==> src/rtl/serial_addsub_pkg.sv <==
// Shared definitions for the bit-serial adder/subtractor.
package serial_addsub_pkg;

  typedef enum logic [1:0] {
    IDLE = 2'd0,
    RUN  = 2'd1,
    DONE = 2'd2
  } state_t;

  localparam int unsigned DEFAULT_WIDTH = 8;

  // Ceiling log2; used to size the bit counter.
  function automatic int unsigned clog2(input int unsigned v);
    int unsigned r;
    r = 0;
    while ((32'd1 << r) < v) r = r + 1;
    return r;
  endfunction

endpackage

==> src/rtl/serial_addsub_addsub_bit.sv <==
// One-bit add/sub cell: full adder with b inverted when sub=1.
module addsub_bit (
  input  logic a,
  input  logic b,
  input  logic cin,
  input  logic sub,
  output logic sum,
  output logic cout
);

  logic w_bx;

  // Pure combinational full adder on (a, b^sub, cin).
  always_comb begin
    w_bx = b ^ sub;
    sum  = a ^ w_bx ^ cin;
    cout = (a & w_bx) | (a & cin) | (w_bx & cin);
  end

endmodule

==> src/rtl/serial_addsub.sv <==
// Bit-serial two's-complement adder/subtractor, LSB first, one bit per clock.
module serial_addsub
  import serial_addsub_pkg::*;
#(
  parameter int unsigned WIDTH = DEFAULT_WIDTH
) (
  input  logic             clk,
  input  logic             rst_n,
  input  logic             start,
  input  logic             sub,
  input  logic [WIDTH-1:0] a,
  input  logic [WIDTH-1:0] b,
  output logic             busy,
  output logic             done,
  output logic [WIDTH-1:0] result,
  output logic             cout,
  output logic             ovf
);

  localparam int unsigned CNT_W = clog2(WIDTH);

  state_t             r_state;
  logic [CNT_W-1:0]   r_cnt;
  logic [WIDTH-1:0]   r_a;
  logic [WIDTH-1:0]   r_b;
  logic [WIDTH-1:0]   r_result;
  logic               r_sub;
  logic               r_carry;
  logic               r_busy;
  logic               r_done;
  logic               r_cout;
  logic               r_ovf;

  logic               w_sum;
  logic               w_cout;

  addsub_bit u_cell (
    .a    (r_a[0]),
    .b    (r_b[0]),
    .cin  (r_carry),
    .sub  (r_sub),
    .sum  (w_sum),
    .cout (w_cout)
  );

  // FSM, operand shifters, carry flop and registered status outputs.
  always_ff @(posedge clk or negedge rst_n) begin
    if (!rst_n) begin
      r_state  <= IDLE;
      r_cnt    <= '0;
      r_a      <= '0;
      r_b      <= '0;
      r_result <= '0;
      r_sub    <= 1'b0;
      r_carry  <= 1'b0;
      r_busy   <= 1'b0;
      r_done   <= 1'b0;
      r_cout   <= 1'b0;
      r_ovf    <= 1'b0;
    end else begin
      case (r_state)
        IDLE, DONE: begin
          r_done <= 1'b0;
          if (start) begin
            r_a      <= a;
            r_b      <= b;
            r_sub    <= sub;
            r_carry  <= sub;
            r_cnt    <= '0;
            r_result <= '0;
            r_busy   <= 1'b1;
            r_state  <= RUN;
          end else begin
            r_state <= IDLE;
          end
        end
        RUN: begin
          r_result <= {w_sum, r_result[WIDTH-1:1]};
          r_carry  <= w_cout;
          r_a      <= {1'b0, r_a[WIDTH-1:1]};
          r_b      <= {1'b0, r_b[WIDTH-1:1]};
          if (r_cnt == CNT_W'(WIDTH - 1)) begin
            // Counter holds at WIDTH-1; it is cleared on the next start.
            r_cout  <= w_cout;
            r_ovf   <= r_carry ^ w_cout;
            r_busy  <= 1'b0;
            r_done  <= 1'b1;
            r_state <= DONE;
          end else begin
            r_cnt <= r_cnt + CNT_W'(1);
          end
        end
        default: begin
          r_busy  <= 1'b0;
          r_done  <= 1'b0;
          r_state <= IDLE;
        end
      endcase
    end
  end

  // Outputs come straight from registers.
  always_comb begin
    busy   = r_busy;
    done   = r_done;
    result = r_result;
    cout   = r_cout;
    ovf    = r_ovf;
  end

endmodule

==> config.mk <==
export PLATFORM = sky130hd
export DESIGN_NAME = serial_addsub
export DESIGN_NICKNAME = d
export VERILOG_FILES = /design/src/rtl/serial_addsub_pkg.sv /design/src/rtl/serial_addsub_addsub_bit.sv /design/src/rtl/serial_addsub.sv
export SDC_FILE = /design/constraint.sdc
export NUM_CORES = 1
export LEC_CHECK = 0
export ABC_AREA = 1
export CORE_AREA = 2 2 64 66
export DETAILED_ROUTE_END_ITERATION = 8
export DIE_AREA = 0 0 66 68
export GPL_ROUTABILITY_DRIVEN = 0
export PLACE_DENSITY = 0.74
export RECOVER_POWER = 50
export SYNTH_ARGS = -nofsm -noshare
export SYNTH_HDL_FRONTEND = slang
export SYNTH_HIERARCHICAL = 1
export SYNTH_SLANG_ARGS = --single-unit
export TNS_END_PERCENT = 20
==> constraint.sdc <==
create_clock -name clk -period 1.43 [get_ports clk]
set_input_delay 0.3575 -clock clk [delete_from_list [all_inputs] [get_ports clk]]
set_output_delay 0.3575 -clock clk [all_outputs]
set_load 0.1 [all_outputs]
Yosys cells after proc, flatten, opt, wreduce, memory -nomap -nowiden
Index checks and enable logic that the tools add are counted.
{"block": "word_totals", "reg_bits": 35, "inputBits": 20, "word_cells": 54}
{"block": "classes", "add_sub_neg": 1, "n_eq_ne": 6, "muxes": 19, "bitwise_logic": 9, "n_reduce_logical": 8}
{"operator": "one-hot mux 8 bit (2 select lines)", "n": 3}
{"operator": "2-to-1 mux 8 bit", "n": 3}
{"operator": "AND reduction 2 bit", "n": 4}
{"operator": "2-to-1 mux 1 bit", "n": 6}
{"operator": "2-to-1 mux 3 bit", "n": 2}
{"operator": "inequality test 2 bit (second input constant)", "n": 3}
{"operator": "one-hot mux 3 bit (2 select lines)", "n": 1}
{"operator": "one-hot mux 1 bit (2 select lines)", "n": 2}
{"operator": "one-hot mux 2 bit (2 select lines)", "n": 1}
{"operator": "XOR 1 bit", "n": 4}
{"operator": "adder 3 x 1 -> 3 bit (second input constant)", "n": 1}
{"operator": "AND 1 bit", "n": 3}
{"operator": "== test 3 bit (second input constant)", "n": 1}
{"operator": "AND reduction 3 bit", "n": 1}
{"operator": "== test 2 x 1 -> 1 bit (second input constant)", "n": 1}
{"operator": "== test 2 bit (second input constant)", "n": 1}
{"operator": "zero test 2 bit", "n": 1}
{"operator": "2-to-1 mux 2 bit", "n": 1}
{"operator": "OR 1 bit", "n": 2}
{"operator": "nonzero test 2 bit", "n": 1}
{"operator": "OR reduction 2 bit", "n": 1}

Depth between registers and ports, before layout
{"block": "depth", "depth_word": 5, "ltp_mapped": 9, "ltp_nobuf": 9}

Hierarchy
Netlist, hierarchy kept.
{"module": "serial_addsub", "instances": 1, "cells_each": 211, "area_per_inst_um2": 1617.8, "seq_area_each_um2": 850.8}
{"module": "addsub_bit", "instances": 1, "cells_each": 10, "area_per_inst_um2": 53.8, "seq_area_each_um2": 0.0}

Least setup slack after synthesis
Ideal clock, no wire load.
{"block": "synth_path", "kind": "register to register", "from": "register r_state[1]", "to": "register r_result[1] (netlist: result[1])", "t_arrival_ns": 1.669, "required_ns": 1.362, "setup_slack_ns": -0.307, "path_stages_with_launch": 8, "n_path_buf": 1, "period_less_slack_ns": 1.737, "cell_sequence": "dfrtp_1 inv_1 nand2_2 nand2_4 inv_2 buf_4 nand2_1 nand2_1"}
{"block": "synth_via", "elab_chain_cells": 4, "word_cells_on_any_way": 8, "cone_classes": "eq/ne (3); mux (1); reduce/logical (4)"}
{"element": "start: declaration", "line_no": "serial_addsub.sv:22", "rtl": "state_t r_state;"}
{"element": "start signal: assignment", "line_no": "serial_addsub.sv:49", "rtl": "r_state <= IDLE;"}
{"element": "start signal: assignment", "line_no": "serial_addsub.sv:72", "rtl": "r_state <= RUN;"}
{"element": "start signal: assignment", "line_no": "serial_addsub.sv:74", "rtl": "r_state <= IDLE;"}
{"element": "== test 2 bit / zero test 2 bit (equally long branches)", "line_no": "serial_addsub.sv:61", "rtl": "case (r_state)"}
{"element": "OR reduction 2 bit", "line_no": "serial_addsub.sv:61"}
{"element": "inequality test 2 bit (no source line) / nonzero test 2 bit (equally long branches)"}
{"element": "AND reduction 2 bit (no source line)"}
{"element": "end signal: assignment", "line_no": "serial_addsub.sv:78", "rtl": "r_result <= {w_sum, r_result[WIDTH-1:1]};"}
{"element": "end: declaration", "line_no": "serial_addsub.sv:26", "rtl": "logic [WIDTH-1:0] r_result;"}
Parallel ways exist; a longest one is shown, timed or not.
A chain may end at the register's enable or synchronous reset.

Worst setup path after layout
{"block": "layout_path", "from": "register r_b[0]", "to": "register r_result[7] (netlist: result[7])"}
{"block": "layout_via", "elab_chain_cells": 4}
{"element": "start: declaration", "line_no": "serial_addsub.sv:25", "rtl": "logic [WIDTH-1:0] r_b;"}
{"element": "start signal: assignment", "line_no": "serial_addsub.sv:81", "rtl": "r_b <= {1'b0, r_b[WIDTH-1:1]};"}
{"element": "XOR 1 bit", "line_no": "serial_addsub_addsub_bit.sv:15", "rtl": "w_bx = b ^ sub;"}
{"element": "XOR 1 bit (2 in series)", "line_no": "serial_addsub_addsub_bit.sv:16", "rtl": "sum = a ^ w_bx ^ cin;"}
{"element": "via w_sum", "line_no": "serial_addsub.sv:34", "rtl": "logic w_sum;"}
{"element": "one-hot mux 8 bit (2 select lines)", "line_no": "serial_addsub.sv:61"}
The timed path passes the listed nets, and every way through them passes these cells.

==> results.txt <==
- The library cell used most frequently in the layout, excluding fill and tap cells, is sky130_fd_sc_hd__nand2_1.
- Post-Route WL: 3650 µm
- Area growth syn-to-layout: 37.5%
- Post-synthesis sequential area ratio: 50.9%
- Critical-path top delay cell: sky130_fd_sc_hd__fa_2
* Maximum clock path buffer count: 2
- Summed over all cells, the static leakage comes to 1.28 nW.
* Setup TNS: 0 ps
* FILL cells: 348
- The number of global-route vias before repair was 1425.
- By startpoint and endpoint, the worst setup path is classified as register to register.
- Initial Utilization: 43.3%
- Cell internal power was estimated by the tool at 3.06 mW.
- Endpoint type of the worst setup path: register
* WL per Instance: 11.6 µm
* Yosys synthesis warning count: 6
* Power density relative to cell area: 2580 nW/µm²
- Final instance count without filler cells: 314
- In the synthesized netlist, mux cells make up 0% of the area.
- The worst path needs 1350 ps of the cycle, external delays included.
* Post-Syn Area: 1670 µm²
- Sum of overflow across all layers after global routing: 0
* Critical Path Most Common Cell: sky130_fd_sc_hd__nand2_1
* Number of design-rule violations left by the first detailed-router iteration: 88
* Max FO, Critical Path: 3
- Yosys cell types: 16
* Clock skew after layout: 7.80 ps
* Syn_nets: 244
* Part of the power in combinational logic: 58.2%
* Fraction of the core area covered by cells at the end of the flow: 59.6%
- For flop-to-flop paths, the worst setup slack is 80 ps.
* Diode insertion count for antenna repair: 0
- Counting flops with a built-in enable in the synthesized netlist gives 0.
- The synthesized netlist devotes 0.524% of its cell area to XOR and XNOR gates.
- CTS tree: done
* Final slew viol count: 0
- Summing the areas of all fa, ha and maj instances in the mapped netlist gives 2.69% of the synthesized area.
* Main combinational cell family by area after synthesis: simple AND/OR/NAND/NOR gates
* Half-perimeter wire length after placement: 2510 µm
- Via/cell ratio: 4.64
* Final period utilization: 94.6%
- Transition at the pin with the smallest max-transition slack: 769 ps
- The floorplan has 23 rows.
* Number of primary I/O pins: 32
- Via count: 1457
* Crit path setup slack, layout: 77.5 ps
- Setup violations remaining at the end of the flow were counted as 0.
- The core region is 3860 µm².
- Synthesis inferred 34 register bits.
- Fraction of final layout cells sized beyond drive strength 1: 15.2%
- Summed over all nets, the switching power comes to 2.88 mW.
- Clock transition at the registers of the reported paths: 70 ps
- The tool flagged a number of max-cap violations equal to 0.
- Area of all placed cells without fillers: 2300 µm²
* Clock H-tree levels: 2
- RSZ-0062 raised after global routing: false
* Detailed-routing iteration count for the pre-antenna-repair pass: 4
* Number of nets in the finished design: 286
- TritonCTS created 5 clock buffers.
- Including well taps, the total number of placed cells is 306.
- The number of antenna violations at the first check in global routing is 0.
* Fraction of the mapped netlist area in compound gates: 1.20%
- For this design, the sink count on the clock tree is 34.
- Headroom to the max-slew limit: 48.7%
* CP Data Arrival Time: 1530 ps
* Clock latency at the later pin of the worst-skew pair: 290 ps
- Area of placed instances: 2250 µm²
* Data required time at the worst endpoint: 1610 ps
* Worst hold-check path type: register to register
* Most used cells in the layout excluding fill and tap cells: sky130_fd_sc_hd__nand2_1 (88), sky130_fd_sc_hd__inv_1 (39), sky130_fd_sc_hd__dfrtp_1 (33)
* Final Hold Violating Endpoints: 0
* Result of the run: finished, final reports clean
- Remaining DRCs: 0
* Worst-case setup slack after placement: -19.5 ps
* Sw Share: 48.4%
- Global-route wire length before repair: 6240 µm
- Peak VDD IR: 1.32 mV
- After synthesis, the share of flip-flops with an asynchronous set or reset is 100%.
- Synthesis produced a netlist whose cell count is 221.
- Most frequently used flop master after synthesis: sky130_fd_sc_hd__dfrtp_1
- Power share of the sequential group: 29.6%
* Die W: 66 µm
- Buffer cell driving the clock tree root: sky130_fd_sc_hd__clkbuf_8
* Part of the total power dissipated in the clock network: 12.2%
- For this run, the top clock speed supported by timing is 0.739 GHz.
- Die ar.: 4490 µm²
- Averaged over all synthesized cells, the footprint is 7.56 µm².
- Die outline height: 68 µm
- During placement, the flow inserted port buffers numbering 31.
- The worst setup path is launched from a register.
* Worst path max stage delay: 530 ps
* Antenna Violating Nets Remaining: 0
- Of the total synthesized cell area, the portion taken by AND, OR, NAND and NOR gates is 32.6%.
- The critical path goes through inv_1, nand2_1, nand2_1, fa_2, inv_1, nand2_1, nand2_1.
- Across every metal layer, demand over resource in global routing totals 18.4%.
* Pin count of the biggest net entering global routing: 35
-- power by group through the flow --
stage          Combinational, mW  Clock, mW  Sequential [mW]
2_1_floorplan               1.47          0             2.58
3_3_place_gp                3.45          0             1.77
3_5_place_dp                3.54          0             1.78
4_1_cts                     3.54      0.747             1.78
5_1_grt                     3.81      0.786             1.81
6_report                    3.46      0.727             1.76
-- sequential cells by signal, indices dropped and copies added, names as in the netlist --
register / cells
cout: 1
ovf: 1
r_carry: 1
busy: 1
r_state: 2
r_cnt: 3
r_sub: 1
result: 8
r_a: 8
r_b: 8
-- cell families after synthesis --
family / Yosys count
compound gates: 4
fa+ha+maj: 3
simple gates: 129
xor+xnor: 1
buf+inv: 50
flops: 34
-- per-layer routing --
| metal | track usage (%) | vias to the layer above | part of all wire, % | wire, µm |
|---|---|---|---|---|
| li1 | - | 744 | - | - |
| met1 | 23.8 | 675 | 46 | 1690 |
| met2 | 30.1 | 32 | 47 | 1720 |
| met3 | 4.61 | 6 | 4.9 | 178 |
| met4 | 6.89 | 0 | 1.7 | 63 |
| met5 | 0 | - | 0 | 0 |
-- repair_timing --
item	4_1_cts	5_1_grt
setup endpoints to repair	0	6
hold buffers	0	0
endpoints found under the hold margin	0	0
setup buffers	0	0
gates resized for setup	0	3
-- path summary, 6_finish.rpt --
kind / from / depth (start not counted) / endpoint
worst max-delay path: r_b[0] / 7 / result[7]
worst min-delay path: r_b[5] / 2 / r_b[5]
worst max register to register: r_b[0] / 7 / result[7]
worst min register to register: r_b[5] / 2 / r_b[5]
max in group asynchronous: rst_n / 2 / r_state[1]
min in group asynchronous: rst_n / 2 / r_a[3]
-- critical path: cells and delay by family, from the launching register on --
family	cells	cell delay [ps]
AND/OR/NAND/NOR	4	230
buffers and inverters	2	100
adder cells (fa/ha/maj)	1	530
flip-flops	1	390
-- synth_stat cells (2+ instances only) --
cell type                 instances  area [µm²]
sky130_fd_sc_hd__nand2_1         88         330
sky130_fd_sc_hd__inv_1           40         150
sky130_fd_sc_hd__dfrtp_1         34         851
sky130_fd_sc_hd__nand3_1         33         165
sky130_fd_sc_hd__buf_2            5        25.0
sky130_fd_sc_hd__o21ai_0          4        20.0
sky130_fd_sc_hd__nand4_1          3        18.8
sky130_fd_sc_hd__buf_4            2        15.0
sky130_fd_sc_hd__ha_1             2        25.0
sky130_fd_sc_hd__inv_2            2        7.51
sky130_fd_sc_hd__nand2_2          2        12.5
sky130_fd_sc_hd__nor2_1           2        7.51
-- per-stage QoR --
stage	hold WS [ps]	total power, mW
global placement	463	5.21
finish	478	5.94
floorplan	61.9	4.05
global route	503	6.40
detailed placement	465	5.32
CTS	450	6.07
-- final cells by class --
class	count	area [µm²]	area share (%)
Tap cell	50	62.6	2.72
Clock inverter	1	5.00	0.218
Multi-Input combinational cell	137	627	27.3
Inverter	42	158	6.86
Timing Repair Buffer	43	505	22.0
Clock buffer	7	86.3	3.76
Sequential cell	34	855	37.2
Power figures use the tool's default switching activity.
